[src/rtl/apb_cmd_pkg.sv]
// Purpose : shared types for the APB command master (FSM states, command record).
// Latency : n/a (types only).
// Backpressure: n/a (types only).
//
// Contents:
//   CMD_ADDR_W / CMD_DATA_W : bus widths the command record is sized for.
//                             The top-level ADDR_W/DATA_W must not exceed them.
//   state_t                 : APB transfer FSM states.
//   cmd_t                   : one queued register-access command.
package apb_cmd_pkg;

  localparam int CMD_ADDR_W = 32;
  localparam int CMD_DATA_W = 32;

  typedef enum logic [1:0] {
    ST_IDLE   = 2'd0,
    ST_SETUP  = 2'd1,
    ST_ACCESS = 2'd2,
    ST_RESP   = 2'd3
  } state_t;

  typedef struct packed {
    logic                  write;
    logic [CMD_ADDR_W-1:0] addr;
    logic [CMD_DATA_W-1:0] wdata;
  } cmd_t;

  localparam int CMD_W = $bits(cmd_t);

endpackage

[src/rtl/cmd_fifo.sv]
// Purpose : generic synchronous FIFO with full/empty flags, head entry visible combinationally.
// Latency : an entry pushed at edge N is visible on o_head_dat after edge N.
// Backpressure: pushes while full and pops while empty are ignored; flags come from a registered count.
//
// Ports:
//   i_clk, i_rst_n        clock, asynchronous active-low reset (flushes pointers/count)
//   i_push, i_push_dat    write request and data
//   i_pop                 remove head entry
//   o_head_dat            current head entry (valid when !o_empty)
//   o_full, o_empty       occupancy flags
module cmd_fifo #(
  parameter int WIDTH = 8,
  parameter int DEPTH = 4
) (
  input  logic             i_clk,
  input  logic             i_rst_n,
  input  logic             i_push,
  input  logic [WIDTH-1:0] i_push_dat,
  input  logic             i_pop,
  output logic [WIDTH-1:0] o_head_dat,
  output logic             o_full,
  output logic             o_empty
);

  // DEPTH is a power of two, so pointer overflow is the modulo-DEPTH wrap.
  localparam int PW = (DEPTH > 1) ? $clog2(DEPTH) : 1;
  localparam int CW = $clog2(DEPTH) + 1;

  logic [WIDTH-1:0] r_mem [DEPTH];
  logic [PW-1:0]    r_wr_ptr;
  logic [PW-1:0]    r_rd_ptr;
  logic [CW-1:0]    r_count;
  logic             w_push;
  logic             w_pop;

  assign o_full     = (r_count == CW'(DEPTH));
  assign o_empty    = (r_count == '0);
  assign w_push     = i_push && !o_full;
  assign w_pop      = i_pop && !o_empty;
  assign o_head_dat = r_mem[r_rd_ptr];

  // Storage needs no reset: nothing reads it until the count says it is valid.
  always_ff @(posedge i_clk) begin
    if (w_push) begin
      r_mem[r_wr_ptr] <= i_push_dat;
    end
  end

  always_ff @(posedge i_clk or negedge i_rst_n) begin
    if (!i_rst_n) begin
      r_wr_ptr <= '0;
      r_rd_ptr <= '0;
      r_count  <= '0;
    end else begin
      if (w_push) begin
        r_wr_ptr <= r_wr_ptr + PW'(1);
      end
      if (w_pop) begin
        r_rd_ptr <= r_rd_ptr + PW'(1);
      end
      case ({w_push, w_pop})
        2'b10:   r_count <= r_count + CW'(1);
        2'b01:   r_count <= r_count - CW'(1);
        default: r_count <= r_count;
      endcase
    end
  end

endmodule

[src/rtl/apb_cmd_master.sv]
// Purpose : queue register-access commands and issue each as a two-phase APB transfer to the bridge.
// Latency : accept at E0 -> SETUP after E1 -> ACCESS after E2 -> rsp_valid after the edge that samples apb_ready.
// Backpressure: cmd_ready drops when the FIFO is full; no new transfer starts while a response is held.
//
// Ports:
//   i2c_clk, i2c_rstn          clock shared with the bridge, async active-low reset
//   cmd_valid/cmd_ready        command handshake; cmd_write/cmd_addr/cmd_wdata command fields
//   rsp_valid/rsp_ready        response handshake; rsp_rdata/rsp_slverr/rsp_timeout results
//   apb_addr/apb_wdata/apb_write/apb_sel/apb_enable   APB request to the bridge
//   apb_rdata/apb_ready/apb_slverr                    APB completion from the bridge
module apb_cmd_master
  import apb_cmd_pkg::*;
#(
  parameter int ADDR_W     = CMD_ADDR_W,
  parameter int DATA_W     = CMD_DATA_W,
  parameter int FIFO_DEPTH = 4,
  parameter int TIMEOUT    = 1024
) (
  input  logic              i2c_clk,
  input  logic              i2c_rstn,
  input  logic              cmd_valid,
  output logic              cmd_ready,
  input  logic              cmd_write,
  input  logic [ADDR_W-1:0] cmd_addr,
  input  logic [DATA_W-1:0] cmd_wdata,
  output logic              rsp_valid,
  input  logic              rsp_ready,
  output logic [DATA_W-1:0] rsp_rdata,
  output logic              rsp_slverr,
  output logic              rsp_timeout,
  output logic [ADDR_W-1:0] apb_addr,
  output logic [DATA_W-1:0] apb_wdata,
  output logic              apb_write,
  output logic              apb_sel,
  output logic              apb_enable,
  input  logic [DATA_W-1:0] apb_rdata,
  input  logic              apb_ready,
  input  logic              apb_slverr
);

  localparam int TW = $clog2(TIMEOUT + 1);

  state_t            r_state;
  state_t            w_state_nxt;

  logic [ADDR_W-1:0] r_apb_addr,  w_apb_addr_nxt;
  logic [DATA_W-1:0] r_apb_wdata, w_apb_wdata_nxt;
  logic              r_apb_write, w_apb_write_nxt;
  logic              r_apb_sel,   w_apb_sel_nxt;
  logic              r_apb_en,    w_apb_en_nxt;
  logic              r_rsp_vld,   w_rsp_vld_nxt;
  logic [DATA_W-1:0] r_rsp_rdata, w_rsp_rdata_nxt;
  logic              r_rsp_err,   w_rsp_err_nxt;
  logic              r_rsp_tmo,   w_rsp_tmo_nxt;
  logic [TW-1:0]     r_tmo_cnt,   w_tmo_cnt_nxt;

  cmd_t              w_push_cmd;
  cmd_t              w_head_cmd;
  logic              w_fifo_full;
  logic              w_fifo_empty;
  logic              w_pop;

  assign w_push_cmd.write = cmd_write;
  assign w_push_cmd.addr  = CMD_ADDR_W'(cmd_addr);
  assign w_push_cmd.wdata = CMD_DATA_W'(cmd_wdata);

  // cmd_ready depends only on the registered FIFO count, never on cmd_valid.
  assign cmd_ready = !w_fifo_full;

  cmd_fifo #(
    .WIDTH (CMD_W),
    .DEPTH (FIFO_DEPTH)
  ) u_cmd_fifo (
    .i_clk      (i2c_clk),
    .i_rst_n    (i2c_rstn),
    .i_push     (cmd_valid),
    .i_push_dat (w_push_cmd),
    .i_pop      (w_pop),
    .o_head_dat (w_head_cmd),
    .o_full     (w_fifo_full),
    .o_empty    (w_fifo_empty)
  );

  always_ff @(posedge i2c_clk or negedge i2c_rstn) begin
    if (!i2c_rstn) begin
      r_state <= ST_IDLE;
    end else begin
      r_state <= w_state_nxt;
    end
  end

  always_comb begin
    w_state_nxt     = r_state;
    w_pop           = 1'b0;
    w_apb_addr_nxt  = r_apb_addr;
    w_apb_wdata_nxt = r_apb_wdata;
    w_apb_write_nxt = r_apb_write;
    w_apb_sel_nxt   = r_apb_sel;
    w_apb_en_nxt    = r_apb_en;
    w_rsp_vld_nxt   = r_rsp_vld;
    w_rsp_rdata_nxt = r_rsp_rdata;
    w_rsp_err_nxt   = r_rsp_err;
    w_rsp_tmo_nxt   = r_rsp_tmo;
    w_tmo_cnt_nxt   = r_tmo_cnt;

    case (r_state)
      ST_IDLE: begin
        if (!w_fifo_empty && !r_rsp_vld) begin
          w_pop           = 1'b1;
          w_apb_addr_nxt  = ADDR_W'(w_head_cmd.addr);
          w_apb_wdata_nxt = DATA_W'(w_head_cmd.wdata);
          w_apb_write_nxt = w_head_cmd.write;
          w_apb_sel_nxt   = 1'b1;
          w_apb_en_nxt    = 1'b0;
          w_state_nxt     = ST_SETUP;
        end
      end

      ST_SETUP: begin
        w_apb_en_nxt  = 1'b1;
        w_tmo_cnt_nxt = '0;
        w_state_nxt   = ST_ACCESS;
      end

      ST_ACCESS: begin
        // r_tmo_cnt holds the number of earlier ACCESS cycles without ready,
        // so TIMEOUT-1 here means this is the last permitted cycle.
        if (r_tmo_cnt != TW'(TIMEOUT)) begin
          w_tmo_cnt_nxt = r_tmo_cnt + TW'(1);
        end
        if (apb_ready) begin
          w_rsp_vld_nxt   = 1'b1;
          w_rsp_rdata_nxt = r_apb_write ? '0 : apb_rdata;
          w_rsp_err_nxt   = apb_slverr;
          w_rsp_tmo_nxt   = 1'b0;
          w_apb_sel_nxt   = 1'b0;
          w_apb_en_nxt    = 1'b0;
          w_state_nxt     = ST_RESP;
        end else if (r_tmo_cnt == TW'(TIMEOUT - 1)) begin
          w_rsp_vld_nxt   = 1'b1;
          w_rsp_rdata_nxt = '0;
          w_rsp_err_nxt   = 1'b1;
          w_rsp_tmo_nxt   = 1'b1;
          w_apb_sel_nxt   = 1'b0;
          w_apb_en_nxt    = 1'b0;
          w_state_nxt     = ST_RESP;
        end
      end

      ST_RESP: begin
        if (rsp_ready) begin
          w_rsp_vld_nxt = 1'b0;
          w_state_nxt   = ST_IDLE;
        end
      end

      default: begin
        w_state_nxt = ST_IDLE;
      end
    endcase
  end

  always_ff @(posedge i2c_clk or negedge i2c_rstn) begin
    if (!i2c_rstn) begin
      r_apb_addr  <= '0;
      r_apb_wdata <= '0;
      r_apb_write <= 1'b0;
      r_apb_sel   <= 1'b0;
      r_apb_en    <= 1'b0;
      r_rsp_vld   <= 1'b0;
      r_rsp_rdata <= '0;
      r_rsp_err   <= 1'b0;
      r_rsp_tmo   <= 1'b0;
      r_tmo_cnt   <= '0;
    end else begin
      r_apb_addr  <= w_apb_addr_nxt;
      r_apb_wdata <= w_apb_wdata_nxt;
      r_apb_write <= w_apb_write_nxt;
      r_apb_sel   <= w_apb_sel_nxt;
      r_apb_en    <= w_apb_en_nxt;
      r_rsp_vld   <= w_rsp_vld_nxt;
      r_rsp_rdata <= w_rsp_rdata_nxt;
      r_rsp_err   <= w_rsp_err_nxt;
      r_rsp_tmo   <= w_rsp_tmo_nxt;
      r_tmo_cnt   <= w_tmo_cnt_nxt;
    end
  end

  assign apb_addr    = r_apb_addr;
  assign apb_wdata   = r_apb_wdata;
  assign apb_write   = r_apb_write;
  assign apb_sel     = r_apb_sel;
  assign apb_enable  = r_apb_en;
  assign rsp_valid   = r_rsp_vld;
  assign rsp_rdata   = r_rsp_rdata;
  assign rsp_slverr  = r_rsp_err;
  assign rsp_timeout = r_rsp_tmo;

endmodule

[config.mk]
export PLATFORM = sky130hd
export DESIGN_NAME = apb_cmd_master
export DESIGN_NICKNAME = d
export VERILOG_FILES = /design/src/rtl/apb_cmd_pkg.sv /design/src/rtl/cmd_fifo.sv /design/src/rtl/apb_cmd_master.sv
export SDC_FILE = /design/constraint.sdc
export NUM_CORES = 1
export LEC_CHECK = 0
export CAP_MARGIN = 20
export CORE_UTILIZATION = 50
export CTS_BUF_LIST = sky130_fd_sc_hd__clkbuf_4
export DETAILED_ROUTE_END_ITERATION = 7
export HOLD_SLACK_MARGIN = 0.05
export MAX_ROUTING_LAYER = met4
export PLACE_DENSITY = 0.83
export RECOVER_POWER = 25
export SLEW_MARGIN = 20
export SYNTH_ARGS = -nofsm -noshare
export SYNTH_HDL_FRONTEND = slang
export SYNTH_SLANG_ARGS = --single-unit
[constraint.sdc]
create_clock -name i2c_clk -period 2.6 [get_ports i2c_clk]
set_clock_uncertainty 0.05 [all_clocks]
set_input_delay 0.39 -clock i2c_clk [delete_from_list [all_inputs] [get_ports i2c_clk]]
set_output_delay 0.39 -clock i2c_clk [all_outputs]
set_load 0.005 [all_outputs]
==> impl_metrics.env <==
export IMPL_holdCritPathClass="input pin to async pin"
export IMPL_muxShareOfSynthArea=0.161
export IMPL_synth_cell_types=51
export IMPL_dpl_cell_area_um2=17300
export IMPL_finalPower_w=0.0201
export IMPL_synthCells=765
export IMPL_slowest_delay_ns=0.55
export IMPL_crit_slowest_cell="clkdlybuf4s50_1"
export IMPL_post_dp_hpwl_mm=16.4
export IMPL_initial_core_util=0.510
export IMPL_grt_pass1_wl_mm=44.6
export IMPL_tightest_slew_ns=0.514
export IMPL_rsz0062_at_grt="false"
export IMPL_antenna_left=0
export IMPL_stdcell_count=1517
export IMPL_dieArea_um2=30000
export IMPL_cp_data_arrival_time_ns=1.91
export IMPL_clk_pin_slew_ns=0.06
export IMPL_status="finished clean"
export IMPL_clockBufferDepth=3
export IMPL_synth_xor_area_share=0.00657
export IMPL_maxSlewHeadroom=0.657
export IMPL_grt_antenna_before_repair=7
export IMPL_synth_area_per_cell_um2=19.2
export IMPL_die_x_um=173
export IMPL_critPathLaunchType="flip-flop"
export IMPL_grt_ovfl_total=0
export IMPL_htreeDepth=3
export IMPL_area_growth_pct=26.1
export IMPL_setup_violations=0
export IMPL_placed_cells=1335
export IMPL_yosys_most_used_dff="edfxtp_1"
export IMPL_wire_per_inst_um=18.3
export IMPL_power_static_leakage_nw=6.79
export IMPL_die_y_um=173
export IMPL_vias=7895
export IMPL_track_usage=0.197
export IMPL_numPortBuffers=205
export IMPL_cts_tree="yes"
export IMPL_netlist_area_um2=14700
export IMPL_cp_max_fo=6
export IMPL_ir_drop_mv=0.631
export IMPL_final_max_slew_viol_count=0
export IMPL_critPathTopFamily="buffers and inverters"
export IMPL_finalHoldViolations=0
export IMPL_core_area_um2=28800
export IMPL_fin_crit_sh=0.905
export IMPL_remaining_drc_errors=0
export IMPL_path_cells="inv_1, nand3_1, clkdlybuf4s50_1"
export IMPL_drt_iter0_drc=470
export IMPL_cts_made_buffers=93
export IMPL_grt_max_degree=69
export IMPL_worstPathRequired_ns=2.16
export IMPL_cts_root_buffer="clkbuf_4"
export IMPL_synth_nets=882
export IMPL_final_nets=1164
export IMPL_cts_resized=0
export IMPL_yosys_area_share_simple=0.0342
export IMPL_ys_seq_area_frac=0.741
export IMPL_worst_setup_path_type="flip-flop to output pin"
export IMPL_wl_mm=27.8
export IMPL_insertion_delay_ns=0.67
export IMPL_p_per_area_nw_per_um2=1090
export IMPL_worst_path_buf_inv=2
export IMPL_synth_async_reset_ratio=0.319
export IMPL_post_route_min_period_ns=2.35
export IMPL_synth_edf_count=260
export IMPL_whs_ns=0.192
export IMPL_synthAdderAreaFrac=0.0125
export IMPL_ios=206
export IMPL_drive_gt1_frac=0.275
export IMPL_cts_sinks=382
export IMPL_drt_vias_per_instance=5.20
export IMPL_maxCapViolCount=0
export IMPL_grt_pass1_vias=8573
export IMPL_cp_end_kind="output pin"
export IMPL_synth_top_family_by_area="multiplexers"
export IMPL_dr_pass1_iters=5
export IMPL_setup_tns_ns=0
export IMPL_ys_ff_latch=382
export IMPL_rows=62
export IMPL_synth_compound_area_frac=0.0261
export IMPL_final_area_um2=18500
export IMPL_fmax_ghz=0.425
export IMPL_synth_warnings=0
export IMPL_place_gp_congestion=0.874
## cells by family after synthesis
kind of cell    Yosys count
buf+inv                  49
compound gates           63
flops                   382
simple gates            111
fa+ha+maj                14
mux                     135
xor+xnor                 11
## flip-flops by register name, indices dropped and copies added (netlist names)
register             cells
apb_addr                32
apb_enable               1
apb_sel                  1
apb_wdata               32
apb_write                1
r_state                  2
r_tmo_cnt               11
rsp_rdata               32
rsp_slverr               1
rsp_timeout              1
rsp_valid                1
u_cmd_fifo.r_count       3
u_cmd_fifo.r_mem       260
u_cmd_fifo.r_rd_ptr      2
u_cmd_fifo.r_wr_ptr      2
## through the flow
step | util | worst slack, ns
after floorplan | - | 0.110
after global placement | 0.600 | 0.287
after detailed placement | 0.600 | 0.244
after CTS | 0.642 | 0.144
after global routing | 0.643 | 0.0798
final | 0.643 | 0.246
## report_power, final
part | switching (W) | internal, W | total, W
Clock | 0.00225 | 0.00250 | 0.00476
Sequential | 0.000803 | 0.00823 | 0.00904
Combinational | 0.00261 | 0.00369 | 0.00630
## final cells by class
type	instances	area [um^2]
Antenna cell	7	17.5
Clock buffer	134	1010
Inverter	13	48.8
Sequential cell	382	10900
Tap cell	384	480
Fill cell	2010	10300
Multi-Input combinational cell	334	3560
Clock inverter	40	199
Timing Repair Buffer	223	2320
## synth_stat cells (2+ instances only)
cell type / instances / area (um^2)
xor2_1: 6 / 52.6
inv_1: 13 / 48.8
a31oi_1: 2 / 12.5
mux4_2: 65 / 1460
buf_6: 2 / 22.5
and4b_1: 2 / 20.0
ha_1: 13 / 163
nand2_1: 80 / 300
clkbuf_1: 16 / 60.1
and3_1: 5 / 31.3
a31oi_2: 2 / 25.0
nand3_1: 4 / 20.0
edfxtp_1: 260 / 7810
nor2_1: 5 / 18.8
buf_2: 11 / 55.1
o22ai_1: 3 / 18.8
xnor2_1: 5 / 43.8
dfrtp_1: 122 / 3050
nor2b_1: 2 / 12.5
a21oi_1: 3 / 15.0
mux2_2: 41 / 462
nor4_1: 2 / 12.5
o21ai_0: 40 / 200
and2_1: 2 / 12.5
buf_4: 2 / 15.0
mux2_4: 28 / 420
buf_12: 4 / 80.1
nor4b_1: 2 / 17.5
## routing by layer
metal	vias to the layer above	track usage	share of wire
li1	3603	-	-
met1	3974	0.240	0.42
met2	283	0.323	0.51
met3	35	0.0524	0.061
met4	0	0.0627	0.010
met5	-	-	0
## what timing repair did
| action | 4_1_cts | 5_1_grt |
|---|---|---|
| setup endpoints to repair | 0 | 0 |
| endpoints found under the hold margin | 113 | 0 |
| hold buffers | 1 | 0 |
| buffers inserted | 0 | 0 |
## worst register-to-register path: cells and delay by family, from the launching register on
family | cells | cell delay [ns]
xor+xnor | 2 | 0.30
buf+inv | 2 | 0.18
fa+ha+maj | 3 | 0.87
simple gates | 2 | 0.38
flops | 1 | 0.42
## layout by cell type, fill, tap and decap left out, drive strengths merged, types with 2 or more instances in the layout
master,n
edfxtp,260
clkdlybuf4s50,146
clkbuf,134
dfrtp,122
nand2,80
mux2,69
mux4,65
dlygate4sd3,59
o21ai,41
clkinv,37
buf,18
inv,14
ha,13
diode,7
xor2,6
xnor2,5
nor2,5
and3,5
nand3,4
a31oi,4
o22ai,3
a21oi,3
and2,2
and4b,2
nor4,2
nor4b,2
nor2b,2
## worst paths after layout
| check | start | endpoint | slack, ns | depth (start not counted) |
|---|---|---|---|---|
| max reg2reg | r_state[0] | u_cmd_fifo.r_count[2] | 0.32 | 9 |
| max in group asynchronous | i2c_rstn | apb_addr[31] | 1.65 | 3 |
| min in group i2c_clk | apb_rdata[27] | rsp_rdata[27] | 0.23 | 3 |
| min | i2c_rstn | rsp_rdata[21] | 0.19 | 2 |
| max | u_cmd_fifo.r_count[0] | cmd_ready | 0.25 | 3 |
| min reg2reg | rsp_rdata[14] | rsp_rdata[14] | 0.43 | 2 |
Note: power is estimated with default switching activity, not from simulation.
